## src/rtl/pc_fetch_pkg.sv

```systemverilog
// Shared definitions for the PC fetch unit: state encoding and parameter defaults.
package pc_fetch_pkg;

    // Fetch FSM encoding: FETCH=0, HOLD=1, ERR=2.
    typedef enum logic [1:0] {
        ST_FETCH = 2'd0,
        ST_HOLD  = 2'd1,
        ST_ERR   = 2'd2
    } fetch_state_e;

    localparam logic [31:0] RESET_PC_DEFAULT = 32'h0000_3000;
    localparam int          TIMEOUT_DEFAULT  = 255;

    // A word fetch address must have its two low bits clear.
    function automatic logic is_word_aligned(input logic [31:0] addr);
        return addr[1:0] == 2'b00;
    endfunction

endpackage

```

## src/rtl/fetch_timer.sv

```systemverilog
// Counts FETCH cycles spent waiting for an acknowledge and flags the last allowed one.
module fetch_timer
    import pc_fetch_pkg::*;
#(
    parameter int TIMEOUT = TIMEOUT_DEFAULT
) (
    input  logic clk,
    input  logic reset,
    input  logic clear,
    input  logic enable,
    output logic expired
);

    // Wide enough to hold TIMEOUT-1, the largest value the count ever reaches.
    localparam int CW = (TIMEOUT > 1) ? $clog2(TIMEOUT) : 1;

    logic [CW-1:0] count_q;

    // Wait counter: cleared outside FETCH, advances on every unacknowledged FETCH cycle.
    always_ff @(posedge clk) begin
        // NOTE: sequential state uses non-blocking assignments so every register
        // samples pre-edge values and simulation matches the synthesized flops.
        if (reset || clear) begin
            count_q <= '0;
        end else if (enable) begin
            count_q <= count_q + CW'(1);
        end
    end

    assign expired = (count_q == CW'(TIMEOUT - 1));

endmodule

```

## src/rtl/pc_fetch_unit.sv

```systemverilog
// PC register and instruction fetch handshake: FETCH -> HOLD -> FETCH, with a sticky ERR state.
module pc_fetch_unit
    import pc_fetch_pkg::*;
#(
    parameter logic [31:0] RESET_PC = RESET_PC_DEFAULT,
    parameter int          TIMEOUT  = TIMEOUT_DEFAULT
) (
    input  logic        clk,
    input  logic        reset,
    input  logic [31:0] npc_in,
    output logic [31:0] pc_out,
    output logic        imem_req,
    output logic [31:0] imem_addr,
    input  logic        imem_ack,
    input  logic [31:0] imem_rdata,
    output logic [31:0] instr_out,
    output logic        instr_valid,
    input  logic        instr_accept,
    input  logic        stall,
    output logic        err,
    output logic [31:0] retired
);

    fetch_state_e state_q, state_d;
    logic [31:0]  pc_q, pc_d;
    logic [31:0]  instr_q, instr_d;
    logic [31:0]  retired_q, retired_d;
    logic         valid_q, valid_d;
    logic         timer_clear, timer_enable, timer_expired;

    // The wait count restarts whenever we are not fetching, so it is zero on entry to FETCH.
    assign timer_clear  = (state_q != ST_FETCH);
    assign timer_enable = (state_q == ST_FETCH) && !imem_ack;

    fetch_timer #(
        .TIMEOUT (TIMEOUT)
    ) u_timer (
        .clk     (clk),
        .reset   (reset),
        .clear   (timer_clear),
        .enable  (timer_enable),
        .expired (timer_expired)
    );

    // Next-state logic: capture on ack, advance on accept, trap on misalignment or timeout.
    always_comb begin
        // NOTE: every signal gets its hold value first so no path leaves it
        // unassigned, which would otherwise infer a latch.
        state_d   = state_q;
        pc_d      = pc_q;
        instr_d   = instr_q;
        valid_d   = valid_q;
        retired_d = retired_q;

        unique case (state_q)
            ST_FETCH: begin
                if (imem_ack) begin
                    instr_d = imem_rdata;
                    valid_d = 1'b1;
                    state_d = ST_HOLD;
                end else if (timer_expired) begin
                    state_d = ST_ERR;
                end
            end
            ST_HOLD: begin
                if (instr_accept && valid_q && !stall) begin
                    pc_d      = npc_in;
                    valid_d   = 1'b0;
                    retired_d = retired_q + 32'd1;
                    state_d   = is_word_aligned(npc_in) ? ST_FETCH : ST_ERR;
                end
            end
            ST_ERR: begin
                valid_d = 1'b0;
            end
            default: begin
                valid_d = 1'b0;
                state_d = ST_ERR;
            end
        endcase
    end

    // State and datapath registers; reset wins over every other input.
    always_ff @(posedge clk) begin
        if (reset) begin
            state_q   <= ST_FETCH;
            pc_q      <= RESET_PC;
            instr_q   <= '0;
            valid_q   <= 1'b0;
            retired_q <= '0;
        end else begin
            state_q   <= state_d;
            pc_q      <= pc_d;
            instr_q   <= instr_d;
            valid_q   <= valid_d;
            retired_q <= retired_d;
        end
    end

    assign pc_out      = pc_q;
    assign imem_addr   = pc_q;
    assign imem_req    = (state_q == ST_FETCH);
    assign instr_out   = instr_q;
    assign instr_valid = valid_q;
    assign err         = (state_q == ST_ERR);
    assign retired     = retired_q;

endmodule
```

## config.mk

```make
export PLATFORM = sky130hd
export DESIGN_NAME = pc_fetch_unit
export DESIGN_NICKNAME = d
export VERILOG_FILES = /design/src/rtl/pc_fetch_pkg.sv /design/src/rtl/fetch_timer.sv /design/src/rtl/pc_fetch_unit.sv
export SDC_FILE = /design/constraint.sdc
export NUM_CORES = 1
export LEC_CHECK = 0
export CAP_MARGIN = 20
export CORE_MARGIN = 1
export CORE_UTILIZATION = 35
export CTS_CLUSTER_SIZE = 20
export DETAILED_ROUTE_END_ITERATION = 8
export HOLD_SLACK_MARGIN = 0.03
export PLACE_DENSITY_LB_ADDON = 0.15
export RECOVER_POWER = 100
export SLEW_MARGIN = 15
export SYNTH_ARGS = -nofsm -noshare
export SYNTH_HDL_FRONTEND = slang
export SYNTH_SLANG_ARGS = --single-unit
```

## constraint.sdc

```tcl
create_clock -name clk -period 4.85 [get_ports clk]
set_input_delay 0.97 -clock clk [delete_from_list [all_inputs] [get_ports clk]]
set_output_delay 0.97 -clock clk [all_outputs]
set_load 0.01 [all_outputs]
```

==> key figures, run 1 <==
Logic synthesis
  – Ranking of synthesized cells by area: dfxtp_1 (48%), nand2_1 (12%), a21oi_1 (8.0%), buf_4 (5.4%), xor2_1 (4.2%)
  – Ys flop type: dfxtp_1
  – Post-synthesis instance total: 541
  – Mean Syn Cell Area: 8.18 sq um
  – Synth area leader: dfxtp_1
  – Flops & latches, synth: 107
  – Post-synth EDFFs: 0
  – Library cells used by synthesis: 37
  – Seq/Total Area, Yosys: 0.484
  – Synth warn: 0
  – Mapped Nets: 613
  – Synth top area share: 0.484
  – Asr flop ratio synth: 0
  – Syn Std Cell Area: 4430 sq um

STA
  – Final hold violation count: 0
  – Final worst-path cycle share: 0.730
  – Slew headroom: -0.374
  – Final Max Tran Viols: 140
  – RSZ-0062 raised after global routing: no
  – Endpoints failing setup: 0
  – Final WS setup: 1.31 ns
  – Final Critical Period: 3.54 ns
  – Max Freq: 282 MHz
  – Skew final: 0.00692 ns
  – Setup TNS: 0 ns
  – Worst slew pin tran: 2.06 ns

Place
  – PortBufs: 199
  – Cells after DPL: 848
  – Detailed Place HPWL: 8.30 mm
  – DP Worst Slack: 1.70 ns
  – RePlAce Congestion: 0.778

Drt
  – Post-DRT Antenna Nets: 0
  – 1st-pass router iterations: 4
  – Routed length per placed instance: 13.4 microns
  – Total routed wirelength: 11.6 mm
  – Drt drc: 0
  – Metal3 WL: 689 microns
  – Post-Route M1 WL: 5.12 mm
  – Uppermost layer routed: met4
  – Post-DR vias/cell: 4.80
  – Iteration-0 DRC count of the detailed router: 229
  – DR WL met2: 5.56 mm
  – Vias: 4153

Floorplan
  – Die width: 114 microns
  – I/O pin cnt: 200
  – Core Footprint: 12200 sq um
  – Initial core utilization: 0.364
  – Die height: 114 microns
  – Die area: 13100 sq um
  – Num rows: 40

Worst setup path
  – Critical path depth: 6
  – R2R depth: 5
  – Kind of critical path: in2reg
  – Slowest-stage cell, CP: or2_0
  – FF-to-FF Start: state_q[0]
  – Crit path cell chain: clkdlybuf4s50_1 -> nand4b_1 -> or2_0 -> or4_1 -> xor2_1 -> nor2_1
  – Delay-heaviest family, CP: simple AND/OR/NAND/NOR gates
  – Startpoint Class: input port
  – Slowest stage delay, CP: 1.00 ns
  – FF-to-FF setup slack: 1.93 ns
  – WP buf/inv: 1
  – WP data arrival: 3.69 ns
  – CP startpoint: stall
  – CP endpoint kind: flip-flop
  – Critical Path RT: 5.00 ns
  – Max Fanout on Critical Path: 35
  – Crit path capture: retired[6]
  – RR Endpoint: retired[6]

Global routing
  – Global Route Usage Sum: 0.174
  – Global-route wire length before repair: 18.2 mm
  – Initial antenna violation count: 0
  – Largest net degree at the start of global routing: 104
  – Vias in the first global route: 3707
  – Grt total ovfl: 0

Clock network
  – Hold-fix buffer count after cts: 0
  – TritonCTS Sinks: 107
  – # H-tree levels: 3
  – # Post-CTS Setup Buffers: 0
  – PostCTS Resize Cnt: 0
  – TritonCTS clock tree: built
  – Worst-Skew Late Latency: 0.34 ns
  – Reg clk slew, reported paths: 0.07 ns
  – Root Buffer: clkbuf_16
  – Num CTS Buffers: 9
  – Clock buffer depth: 2

Run
  – Max cap viols: 2

Run status
  – Violated checks: capacitance limit, slew limit
  – Outcome: complete, but fails checks

Finish
  – Nets: 765
  – P&R area growth vs syn: 49.1%
  – Filler cells: 1186
  – Share of cells above drive strength 1: 0.0330
  – Non-filler cells, final: 866
  – # diodes: 0

Worst hold path
  – Hold Crit Class: reg2reg
  – Worst hold start: instr_out[12]

Power and ir drop
  – Pleak: 2.72 nW
  – VDD IR max: 0.000127 V
  – Pwr dens: 278 nW/um^2
  – Pwr Total: 0.00184 W
==> where the power goes <==
group	leakage, nW	internal [W]	switching (W)
sequential	0.868	0.000900	0.0000126
clock	0.150	0.000444	0.000306
combinational	1.70	0.0000985	0.0000751
==> flip-flops by register name, summed over array words and instances, names as in the netlist <==
name             count
imem_addr           32
instr_out           32
instr_valid          1
retired             32
state_q              2
u_timer.count_q      8
==> Yosys cell counts, types with 3 or more instances <==
cell type	number
and3_1	7
a21oi_1	71
nor2_1	39
clkbuf_1	24
buf_1	4
ha_1	3
nand3_1	10
inv_1	3
nand4_1	18
nor2b_1	7
o21ai_0	5
xor2_1	21
nor3_1	4
or3_1	5
nand4b_1	3
or4_1	3
and2_1	3
xnor2_1	8
nand2_1	143
buf_4	32
dfxtp_1	107
==> per-stage QoR <==
step                       util  hold slack, ns  area (sq um)
after floorplan               -           0.471          4430
after global placement    0.517           0.442          6290
after detailed placement  0.517           0.445          6290
after CTS                 0.542           0.455          6600
after global routing      0.543           0.473          6600
final                     0.543           0.452          6600
==> cells in the final DEF, fill, tap and decap left out, types with 9 or more instances in the layout <==
| cell | n |
|---|---|
| nand4_1 | 18 |
| clkbuf_16 | 9 |
| nand2_1 | 143 |
| dfxtp_1 | 107 |
| nand3_1 | 10 |
| dlygate4sd3_1 | 132 |
| clkdlybuf4s50_1 | 66 |
| xor2_1 | 21 |
| a21oi_1 | 71 |
| nor2_1 | 38 |
==> worst min path at each step <==
stage                                     to  slack [ns]  cells after the start
after floorplan           u_timer.count_q[7]        0.47                      2
after global placement          instr_out[2]        0.44                      2
after detailed placement       instr_out[12]        0.45                      2
after CTS                      instr_out[12]        0.45                      2
after global routing            instr_out[6]        0.47                      2
final                          instr_out[12]        0.45                      2
==> worst register-to-register path, stage by stage, from the launching register on <==
cell and delay (ns):
dfxtp_1 0.43, nand4b_1 0.39, or2_0 1.00, or4_1 0.72, xor2_1 0.15, nor2_1 0.05
==> layer usage <==
metal,vias to the layer above,GRT usage
met2,142,0.292
met5,-,0
met3,16,0.0344
met1,1921,0.219
li1,2074,-
met4,0,0.0727
==> final cells by class <==
cell class	count	area, sq um	area share
flip-flops and latches	107	2140	0.324
clock inverters	1	30.0	0.00455
clock buffers	15	278	0.0421
well taps	168	210	0.0318
inverters	3	11.3	0.00171
repair buffers	202	2040	0.309
multi-input cells	370	1890	0.287
==> cells by family after synthesis <==
logic type,Yosys count,share of synthesized area
buffers and inverters,64,0.0817
muxes,2,0.00509
and+or+nand+nor,257,0.272
xor gates and xnor gates,29,0.0574
DFF,107,0.484
adders and majority gates,3,0.00848
AOI/OAI and AO/OA,79,0.0918
No activity file was read; power rests on OpenSTA's default activity.
==> run 2, diff against run 1 <==
==> constraint.sdc (replaced) <==
create_clock -name clk -period 3.6 [get_ports clk]
set_input_delay 0.72 -clock clk [delete_from_list [all_inputs] [get_ports clk]]
set_output_delay 0.72 -clock clk [all_outputs]
set_load 0.01 [all_outputs]
==> run 2 against run 1 <==
Against the previous run: the flow now finishes without violations; total power increased by 34%; clock skew decreased by 0.00051 ns; via count decreased by 1.0%; hold slack got worse by 0.00051 ns; utilization about the same; critical path depth unchanged; count of clock-buffer cells in the layout decreased by 6; first-iteration DRC count increased by 14%; design area about the same; critical endpoint is now retired[21]; largest cell class unchanged.
==> key figures, run 2 (synthesis gave the netlist of run 1 again) <==
Clock network
  – TritonCTS clock tree: built
  – Clock buffer depth: 2 (unchanged)
  – Root Buffer: clkbuf_16
  – PostCTS Resize Cnt: 0 (unchanged)
  – Num CTS Buffers: 9 (unchanged)
  – TritonCTS Sinks: 107 (unchanged)
  – Hold-fix buffer count after cts: 0 (unchanged)
  – Reg clk slew, reported paths: 0.07 ns (about the same)
  – # H-tree levels: 3 (unchanged)
  – # Post-CTS Setup Buffers: 0 (unchanged)
  – Worst-Skew Late Latency: 0.34 ns (about the same)

Worst setup path
  – Critical Path RT: 3.85 ns (-1.15 ns)
  – RR Endpoint: retired[21]
  – Max Fanout on Critical Path: 9 (-74%)
  – Crit path capture: retired[21]
  – Slowest stage delay, CP: 0.55 ns (-0.45 ns)
  – Kind of critical path: in2reg
  – R2R depth: 5 (unchanged)
  – FF-to-FF Start: state_q[0]
  – Crit path cell chain: dlygate4sd3_1 -> nand4b_1 -> nor3_4 -> nand4_1 -> or3_1 -> a21oi_1
  – Startpoint Class: input port
  – Slowest-stage cell, CP: nor3_4
  – WP data arrival: 3.10 ns (-0.59 ns)
  – FF-to-FF setup slack: 1.25 ns (-0.68 ns)
  – CP endpoint kind: flip-flop
  – CP startpoint: stall

Floorplan
  – Core Footprint: 12200 sq um (unchanged)
  – Die area: 13100 sq um (unchanged)
  – Num rows: 40 (unchanged)
  – I/O pin cnt: 200 (unchanged)
  – Die width: 114 microns (unchanged)
  – Die height: 114 microns (unchanged)
  – Initial core utilization: 0.364 (unchanged)

Power and ir drop
  – Pwr dens: 371 nW/um^2 (+34%)
  – Pwr Total: 0.00245 W (+34%)
  – VDD IR max: 0.000195 V (+53%)
  – Pleak: 2.71 nW (-0.25%)

Finish
  – Non-filler cells, final: 868 (+0.23%)
  – # diodes: 0 (unchanged)
  – P&R area growth vs syn: 49.1% (about the same)
  – Most frequent cells in the layout: nand2_1 (143), dlygate4sd3_1 (133), dfxtp_1 (107)
  – Nets: 767 (+0.26%)
  – Most common cell after layout, fill and taps aside: nand2_1
  – Post-route cell area: 6600 sq um (about the same)
  – Share of cells above drive strength 1: 0.0429 (+0.00991)

STA
  – Max Freq: 350 MHz
  – Worst slew pin tran: 1.46 ns (-0.600 ns)
  – RSZ-0062 raised after global routing: no
  – Setup TNS: 0 ns (unchanged)
  – Endpoints failing setup: 0 (unchanged)
  – Final hold violation count: 0 (unchanged)
  – Final worst-path cycle share: 0.793
  – Final WS setup: 0.746 ns (-0.563 ns)
  – Final Critical Period: 2.85 ns
  – Slew headroom: 0.0260 (+0.400)
  – Final Max Tran Viols: 0 (-100%)
  – Skew final: 0.00641 ns (-0.000512 ns)

Global routing
  – Initial antenna violation count: 0 (unchanged)
  – Vias in the first global route: 3806 (+2.7%)
  – Grt total ovfl: 0 (unchanged)
  – Global Route Usage Sum: 0.181 (+0.00694)
  – Global-route wire length before repair: 18.9 mm (+3.8%)
  – Largest net degree at the start of global routing: 74 (-29%)

Drt
  – Post-DRT Antenna Nets: 0 (unchanged)
  – Routed length per placed instance: 13.6 microns (+1.7%)
  – Post-DR vias/cell: 4.74 (-1.2%)
  – Iteration-0 DRC count of the detailed router: 261 (+14%)
  – 1st-pass router iterations: 4 (unchanged)
  – Drt drc: 0 (unchanged)
  – Total routed wirelength: 11.8 mm (+1.9%)
  – Vias: 4111 (-1.0%)

Run status
  – Outcome: complete, no violations

Place
  – PortBufs: 199 (unchanged)
  – RePlAce Congestion: 0.777 (-0.23%)
  – DP Area: 6310 sq um (+0.36%)
  – Cells after DPL: 851 (+0.35%)
  – DP Worst Slack: 0.851 ns (-0.848 ns)
  – Detailed Place HPWL: 8.43 mm (+1.6%)

Run
  – Max cap viols: 0 (-2)

Worst hold path
  – Hold Crit Class: reg2reg
[run 2: per-layer routing]
metal / global-route usage / wire, microns / up-vias
met5: 0 / 0 / -
met4: 0.0641 / 172 / 0
met3: 0.0408 / 798 / 13
met2: 0.303 / 5650 / 141
met1: 0.229 / 5180 / 1891
li1: - / - / 2066
[run 2: through the flow]
step	hold WS, ns	utilization
after global placement	0.442	0.519
after global routing	0.471	0.543
after floorplan	0.471	-
after CTS	0.458	0.544
after detailed placement	0.447	0.519
final	0.452	0.543
[run 2: worst min path at each step]
stage / startpoint / endpoint / slack, ns / cells past startpoint
2_1_floorplan: u_timer.count_q[7] / u_timer.count_q[7] / 0.47 / 2
3_3_place_gp: instr_out[4] / instr_out[4] / 0.44 / 2
3_5_place_dp: instr_out[16] / instr_out[16] / 0.45 / 2
4_1_cts: instr_out[16] / instr_out[16] / 0.46 / 2
5_1_grt: instr_out[16] / instr_out[16] / 0.47 / 2
6_report: instr_out[20] / instr_out[20] / 0.45 / 2
[run 2: power by group]
| group | switching [W] | internal (W) | total, W |
|---|---|---|---|
| clock | 0.000448 | 0.000544 | 0.000993 |
| combinational | 0.000101 | 0.000129 | 0.000230 |
| sequential | 0.0000171 | 0.00121 | 0.00123 |
| total | 0.000567 | 0.00189 | 0.00245 |
[run 2: worst max-delay path, delay by kind of cell]
family | cells | cell delay [ns]
buf+inv | 1 | 0.52
compound gates | 1 | 0.16
simple gates | 4 | 1.68
[run 2: area by class of cell]
type / instances / area [sq um]
Clock buffer: 9 / 225
Clock inverter: 7 / 77.6
Fill cell: 1162 / 5560
Inverter: 3 / 11.3
Multi-Input combinational cell: 370 / 1910
Sequential cell: 107 / 2140
Tap cell: 168 / 210
Timing Repair Buffer: 204 / 2030
==> run 3, diff against run 2 <==
==> constraint.sdc (replaced) <==
create_clock -name clk -period 2.8 [get_ports clk]
set_input_delay 0.56 -clock clk [delete_from_list [all_inputs] [get_ports clk]]
set_output_delay 0.56 -clock clk [all_outputs]
set_load 0.01 [all_outputs]
==> run 3 against run 2 <==
Against the previous run: sequential cell count stayed put; design area up 0.66%; non-clock buffer count rose by 4; sequential power grew 28%; clock power up 44%; final cell count up 0.46%; largest cell class unchanged; setup slack worse by 0.30 ns; critical path type unchanged.
==> key figures, run 3 (synthesis gave the netlist of run 1 again) <==
Run status
  – Outcome: complete, no violations

Worst setup path
  – Most frequent CP cell: nor2_1
  – WP buf/inv: 2 (+1)
  – Critical Path RT: 2.99 ns (-0.86 ns)
  – FF-to-FF Start: state_q[0]
  – R2R depth: 6 (+1)
  – Crit path cell chain: dlygate4sd3_1 -> nand4b_4 -> nor2_1 -> clkbuf_2 -> nand4_1 -> xor2_1 -> nor2_1
  – RR Endpoint: retired[8]
  – Slowest-stage cell, CP: clkbuf_2
  – Critical path depth: 7 (+1)
  – Kind of critical path: in2reg
  – FF-to-FF setup slack: 0.74 ns (-0.51 ns)
  – Delay-heaviest family, CP: buffers and inverters
  – Slowest stage delay, CP: 0.61 ns (+0.06 ns)
  – Startpoint Class: input port
  – CP endpoint kind: flip-flop
  – Crit path capture: retired[8]
  – Max Fanout on Critical Path: 37 (+28)
  – WP data arrival: 2.54 ns (-0.56 ns)
  – CP startpoint: instr_accept

Clock network
  – TritonCTS clock tree: built
  – Clock buffer depth: 2 (unchanged)
  – Worst-Skew Late Latency: 0.34 ns (about the same)
  – Num CTS Buffers: 9 (unchanged)
  – PostCTS Resize Cnt: 0 (unchanged)
  – Hold-fix buffer count after cts: 0 (unchanged)
  – Reg clk slew, reported paths: 0.07 ns (about the same)
  – TritonCTS Sinks: 107 (unchanged)
  – Root Buffer: clkbuf_16
  – # H-tree levels: 3 (unchanged)
  – # Post-CTS Setup Buffers: 0 (unchanged)

STA
  – Final Critical Period: 2.35 ns
  – Final Max Tran Viols: 0 (unchanged)
  – Endpoints failing setup: 0 (unchanged)
  – Max Freq: 425 MHz
  – Worst slew pin tran: 1.07 ns (-0.390 ns)
  – Final worst-path cycle share: 0.840
  – Skew final: 0.00706 ns (+0.000659 ns)
  – Slew headroom: 0.286 (+0.260)
  – Setup TNS: 0 ns (unchanged)
  – RSZ-0062 raised after global routing: no
  – Final WS setup: 0.448 ns (-0.298 ns)
  – Final hold violation count: 0 (unchanged)

Worst hold path
  – Worst Hold Depth: 2 (unchanged)
  – Hold Crit Class: reg2reg

Floorplan
  – Core Footprint: 12200 sq um (unchanged)
  – Initial core utilization: 0.364 (unchanged)
  – Die height: 114 microns (unchanged)
  – Die width: 114 microns (unchanged)
  – Num rows: 40 (unchanged)
  – I/O pin cnt: 200 (unchanged)
  – Die area: 13100 sq um (unchanged)

Finish
  – # diodes: 0 (unchanged)
  – P&R area growth vs syn: 50.1%
  – Nets: 771 (+0.52%)
  – Post-route cell area: 6650 sq um (+0.66%)
  – Area of the multi-input gates: 1910 sq um (-0.33%)
  – Most frequent cells in the layout: nand2_1 (143), dlygate4sd3_1 (133), dfxtp_1 (107)
  – Reg area: 2140 sq um (unchanged)
  – Share of cells above drive strength 1: 0.0412 (-0.00166)
  – Most common cell after layout, fill and taps aside: nand2_1
  – Share of the core filled with cells: 0.547 (+0.00360)
  – Filler cells: 1115 (-4.0%)

Power and ir drop
  – Pwr dens: 498 nW/um^2 (+34%)
  – Pleak: 2.76 nW (+2.0%)
  – Pwr Total: 0.00331 W (+35%)
  – VDD IR max: 0.000275 V (+41%)
  – Int Power: 0.00262 W (+39%)
  – Sequential share of power: 0.478 (-0.023)
  – Sw frac: 0.208 (-0.0235)
  – Clock power frac: 0.432 (+0.027)
  – Logic pwr share: 0.090 (-0.004)
  – NetSw: 0.000687 W (+21%)

Place
  – DP Worst Slack: 0.229 ns (-0.621 ns)
  – DP Area: 6370 sq um (+0.99%)
  – Detailed Place HPWL: 8.45 mm (+0.33%)
  – RePlAce Congestion: 0.775 (-0.24%)
  – PortBufs: 199 (unchanged)

Global routing
  – Global-route wire length before repair: 18.3 mm (-2.7%)
  – Global Route Usage Sum: 0.176 (-0.00490)
  – Vias in the first global route: 3750 (-1.5%)
  – Initial antenna violation count: 0 (unchanged)
  – Largest net degree at the start of global routing: 54 (-27%)
  – Grt total ovfl: 0 (unchanged)

Run
  – Max cap viols: 0 (unchanged)

Drt
  – 1st-pass router iterations: 4 (unchanged)
  – Post-DR vias/cell: 4.82 (+1.7%)
  – Post-DRT Antenna Nets: 0 (unchanged)
  – Routed length per placed instance: 13.5 microns (-0.91%)
  – Vias: 4201 (+2.2%)
  – Drt drc: 0 (unchanged)
  – Iteration-0 DRC count of the detailed router: 182 (-30%)
  – Total routed wirelength: 11.7 mm (-0.46%)
-- run 3: worst register-to-register path, delay by kind of cell, from the launching register on --
kind	cells	cell delay, ns
buffers and inverters	1	0.61
xor gates and xnor gates	1	0.20
and+or+nand+nor	4	0.63
DFF	1	0.47
-- run 3: layout make-up --
type,instances,share of cell area
Tap cell,168,0.0316
Inverter,3,0.00169
Clock inverter,5,0.0151
Multi-Input combinational cell,370,0.287
Clock buffer,11,0.0365
Sequential cell,107,0.322
Timing Repair Buffer,208,0.306
-- run 3: worst min path at each step --
stage / endpoint / start
after floorplan: u_timer.count_q[7] / u_timer.count_q[7]
after global placement: instr_out[4] / instr_out[4]
after detailed placement: instr_out[0] / instr_out[0]
after CTS: instr_out[0] / instr_out[0]
after global routing: instr_out[1] / instr_out[1]
final: instr_out[12] / instr_out[12]
-- run 3: power by group through the flow --
stage	Sequential (W)	Clock (W)	Combinational, W
global route	0.00158	0.00154	0.000327
global placement	0.00162	0	0.000315
floorplan	0.00163	0	0.000105
detailed placement	0.00162	0	0.000319
CTS	0.00158	0.00147	0.000321
finish	0.00158	0.00143	0.000298
-- run 3: metal layers --
metal	part of all wire	GRT usage	vias up
li1	-	-	2073
met1	0.44	0.221	1972
met2	0.48	0.296	143
met3	0.062	0.0392	13
met4	0.014	0.0649	0
met5	0	0	-
-- run 3: per-stage QoR --
stage                     hold slack [ns]  instances
after floorplan                     0.471        541
after global placement              0.441        856
after detailed placement            0.447        856
after CTS                           0.457        872
after global routing                0.472        872
final                               0.453        872
